## config.mk

```make
export PLATFORM = sky130hd
export DESIGN_NAME = exc_vector_fetch
export DESIGN_NICKNAME = d
export VERILOG_FILES = /design/src/rtl/exc_vector_fetch.sv
export SDC_FILE = /design/constraint.sdc
export NUM_CORES = 1
export LEC_CHECK = 0
export CORE_AREA = 2 2 83 85
export CTS_CLUSTER_SIZE = 14
export DETAILED_ROUTE_END_ITERATION = 10
export DIE_AREA = 0 0 85 87
export PLACE_DENSITY = 0.8
export SYNTH_ARGS = -nofsm -noshare
export SYNTH_HDL_FRONTEND = slang
export SYNTH_SLANG_ARGS = --single-unit
```

## constraint.sdc

```tcl
create_clock -name clk -period 2.2 [get_ports clk]
set_input_delay 0.22 -clock clk [delete_from_list [all_inputs] [get_ports clk]]
set_output_delay 0.22 -clock clk [all_outputs]
set_load 0.005 [all_outputs]
```

## src/rtl/exc_vector_fetch.sv

```systemverilog
// Exception-entry sequencer: selects the handler vector, waits for memory, loads PC, saves EPC/cause.
// Optional build macro EXC_PENDING_EN adds sticky per-cause pending bits for requests seen while busy.
module exc_vector_fetch #(
  parameter int unsigned MEM_WAIT = 2
) (
  input  logic        clk,
  input  logic        reset,
  input  logic        exc_opcode,
  input  logic        exc_overflow,
  input  logic        exc_div0,
  input  logic [31:0] pc_in,
  input  logic [31:0] mem_data,
  output logic [2:0]  mem_sel,
  output logic [31:0] pc_next,
  output logic        pc_load,
  output logic [31:0] epc,
  output logic [1:0]  cause,
  output logic        busy
);

  typedef enum logic [1:0] {StIdle, StWait, StLoad} state_e;

  localparam logic [2:0] WaitInit = 3'(MEM_WAIT - 1);

  state_e      state_q, state_d;
  logic [2:0]  cnt_q, cnt_d;
  logic [1:0]  cause_q, cause_d;
  logic [31:0] epc_q, epc_d;

  logic [2:0]  req;
  logic [2:0]  eff_req;
  logic [2:0]  acc_onehot;
  logic [1:0]  acc_code;
  logic        unused_mem_hi;

  // Bit 0 is the highest priority cause (opcode), bit 2 the lowest (div0).
  assign req = {exc_div0, exc_overflow, exc_opcode};

`ifdef EXC_PENDING_EN
  logic [2:0] pend_q, pend_d;

  assign eff_req = req | pend_q;

  always_comb begin
    pend_d = pend_q;
    if (state_q != StIdle) begin
      pend_d = pend_q | req;
    end else begin
      pend_d = pend_q & ~acc_onehot;
    end
  end

  always_ff @(posedge clk or posedge reset) begin
    if (reset) begin
      pend_q <= '0;
    end else begin
      pend_q <= pend_d;
    end
  end
`else
  assign eff_req = req;
`endif

  // Isolate the lowest set bit, which is the winning request.
  assign acc_onehot = eff_req & (~eff_req + 3'd1);

  always_comb begin
    acc_code = 2'b00;
    if (acc_onehot[0]) begin
      acc_code = 2'b01;
    end else if (acc_onehot[1]) begin
      acc_code = 2'b10;
    end else if (acc_onehot[2]) begin
      acc_code = 2'b11;
    end
  end

  always_comb begin
    state_d = state_q;
    cnt_d   = cnt_q;
    cause_d = cause_q;
    epc_d   = epc_q;
    mem_sel = 3'b000;
    busy    = 1'b0;
    pc_load = 1'b0;
    unique case (state_q)
      StIdle: begin
        if (acc_code != 2'b00) begin
          state_d = StWait;
          cnt_d   = WaitInit;
          cause_d = acc_code;
          epc_d   = pc_in - 32'd4;
        end
      end
      StWait: begin
        busy = 1'b1;
        // The latched cause doubles as the vector select: 01->100, 10->101, 11->110.
        mem_sel = {1'b1, cause_q - 2'd1};
        if (cnt_q == 3'd0) begin
          state_d = StLoad;
        end else begin
          cnt_d = cnt_q - 3'd1;
        end
      end
      StLoad: begin
        busy    = 1'b1;
        mem_sel = {1'b1, cause_q - 2'd1};
        pc_load = 1'b1;
        state_d = StIdle;
      end
      default: state_d = StIdle;
    endcase
  end

  always_ff @(posedge clk or posedge reset) begin
    if (reset) begin
      state_q <= StIdle;
      cnt_q   <= '0;
      cause_q <= '0;
      epc_q   <= '0;
    end else begin
      state_q <= state_d;
      cnt_q   <= cnt_d;
      cause_q <= cause_d;
      epc_q   <= epc_d;
    end
  end

  assign pc_next       = pc_load ? {24'b0, mem_data[7:0]} : 32'd0;
  assign epc           = epc_q;
  assign cause         = cause_q;
  assign unused_mem_hi = ^mem_data[31:8];

endmodule

```

==> impl_metrics.tcl <==
set metrics [dict create \
    critPathLaunch "pc_in[9]" \
    grt_pass1_vias 2395 \
    synth.distinct_cells 40 \
    cap_violations 0 \
    start_util_pct 37.5 \
    place_ws_ps -476 \
    wl_per_cell_um 13.4 \
    holdCritStartpoint "pc_in[2]" \
    holdWs_ps 305 \
    crit_arrival_ps 2360 \
    clk-insertion-delay-late_ps 290 \
    sw_frac_of_total_pct 33.3 \
    min_period_over_period_pct 97.0 \
    power.density_nw_per_um2 1010 \
    path_cells "clkdlybuf4s50_1 > or4_4 > or3_4 > or4_1 > a31oi_1" \
    cpMaxStageDelayCell "or4_4" \
    synth_top_area_share_pct 39.6 \
    finalHoldViolCount 0 \
    cp.required_ps 2420 \
    port_buffers 91 \
    yosysSeqAreaShare_pct 39.6 \
    cts_buffer_depth 2 \
    p_leak_nw 1.59 \
    ys_top_cells_by_area "dfrtp_1 40%, buf_4 7.6%, o21ai_0 4.3%, or4_1 4.0%, nand2_1 3.7%" \
    cp_max_fo 8 \
    path_class "in -> reg" \
    core_area_um2 6570 \
    synth_area_leader_cell "dfrtp_1" \
    p_seq_share_pct 32.5 \
    slew_violations 0 \
    dieWidth_um 85 \
    clk_pin_slew_ps 80 \
    cp-start-kind "primary input" \
    netlist_area_um2 2460 \
    grt_pass1_wl_um 10800 \
    syn_area_per_cell_um2 8.71 \
    clockPowerShare_pct 16.3 \
    vias 2519 \
    cts_tree "done" \
    dp_hpwl_um 5110 \
    end_kind "flip-flop" \
    n_antenna_cell 0 \
    p_sw_mw 1.29 \
    dpl.cell_count 483 \
    layout.cells.non_filler 492 \
    avgViaCountPerCell 5.12 \
    ys.flop_type "dfrtp_1" \
    grt_max_degree 40 \
    status "complete, no violations" \
    r2r_start "state_q[0]" \
    gp_congestion 0.813 \
    layout_common_cells "89 x clkdlybuf4s50_1, 46 x buf_4, 39 x dfrtp_1" \
    cts_buffers 5 \
    antenna_found_initial 0 \
    ctsHoldBuffers 0 \
    critical-path-top-delay-family "simple AND/OR/NAND/NOR gates" \
    die_area_um2 7400 \
    finalInstanceArea_um2 3820 \
    die_h_um 87 \
    tns_ps 0 \
    ys_ff_latch 39 \
    synth_edf_count 0 \
    worst_ir_drop_vdd_mv 0.802 \
    grt_remaining_overflow 0 \
    finalCriticalPeriod_ps 2130 \
    fin_nets 486 \
    fin_util_pct 58.2 \
    internal-power_mw 2.58 \
    drt-initial-drc-count 79 \
    firstDrtPassIters 4 \
    drc 0 \
    holdCritPathClass "in -> reg" \
    crit_buf_inv 1 \
    cts_sinks 39 \
    syn_inst 283 \
    postRouteAntennaNets 0 \
    slowest_delay_ps 580 \
    finalPower_mw 3.86 \
    io_pins 140 \
    wirelength_um 6600 \
    fin_ws_ps 65.5 \
    pwr-share-comb_pct 51.1 \
    track_usage_pct 17.9 \
    drive_above_1_share_pct 16.5 \
    setup_viol 0 \
    ys.warnings.count 0 \
    synth-async-reset-ratio_pct 100 \
    cts-root-buf "clkbuf_8" \
    synthToLayoutAreaGrowth_pct 55.3 \
    dpl_cell_area_um2 3690 \
    fmax_ghz 0.468 \
    layout_commonest_cell "clkdlybuf4s50_1" \
    htree_levels 2 \
    skew_ps 7.90 \
    rows 30 \
    rsz0062_at_grt "no" \
]
-- what timing repair did --
| action | in CTS | in global routing |
|---|---|---|
| endpoints found under the setup margin | 10 | 2 |
| cloned | 0 | 0 |
| pin swaps | 3 | 0 |
| gates resized for setup | 5 | 1 |
| buffers inserted | 1 | 0 |
-- cell usage after synthesis, drive strengths merged (2+ instances only) --
library cell   n
a21oi          2
o21ai         21
a221o          3
nor4           7
or4           13
or3           10
nand2b         2
and2           9
xnor2          8
or4b           2
nand2         24
a22oi          2
ha             6
nand3          4
dfrtp         39
o31ai         10
a31oi         14
nor3           7
o31a           2
inv           12
or2            5
o311a          2
buf           27
xor2           3
nor2          21
clkbuf        13
a22o           3
-- layout make-up --
cell class	instances	area, µm²
clock buffer	6	82.6
clock inverter	2	35.0
fill	578	2740
inverter	12	45.0
multi-input combinational	215	1310
sequential	39	976
tap	80	100
timing repair buffer	138	1270
-- layer usage --
layer / up-vias / wire length, µm / GRT usage (%)
li1: 1225 / - / -
met1: 1194 / 2900 / 22.1
met2: 96 / 3210 / 31.3
met3: 4 / 449 / 4.55
met4: 0 / 50 / 4.47
met5: - / 0 / 0
-- power groups by stage --
stage | Clock (mW) | Sequential, mW | Combinational [mW]
4_1_cts | 0.645 | 1.26 | 2.00
3_3_place_gp | 0 | 1.26 | 1.93
6_report | 0.631 | 1.26 | 1.98
3_5_place_dp | 0 | 1.27 | 1.99
5_1_grt | 0.676 | 1.30 | 2.17
2_1_floorplan | 0 | 1.28 | 0.850
-- state kept, by name, indices dropped and copies added (netlist names) --
register / count
cause: 2
state_q: 2
cnt_q: 3
epc: 32
-- worst paths after layout --
kind	end	slack, ps	cells after the start
max	epc[25]	70	5
max in group asynchronous	epc[5]	1510	3
max reg2reg	cnt_q[2]	290	6
min	epc[2]	300	2
min reg2reg	epc[13]	480	2
min in group asynchronous	epc[22]	340	3
-- kinds of logic after synthesis --
| logic type | after synthesis | synth area share (%) |
|---|---|---|
| fa+ha+maj | 6 | 3.05 |
| flops | 39 | 39.6 |
| compound gates | 64 | 17.3 |
| xor+xnor | 11 | 3.91 |
| other cells | 1 | 0.152 |
| simple gates | 110 | 24.1 |
| buf+inv | 52 | 11.8 |
-- worst reg2reg max path: stages (launching register included) --
cell,delay [ps]
dfrtp_1,400
inv_1,90
ha_1,170
or4b_2,690
nand3_1,130
o21ai_0,80
a22o_1,240
Power figures use the tool's default switching activity.
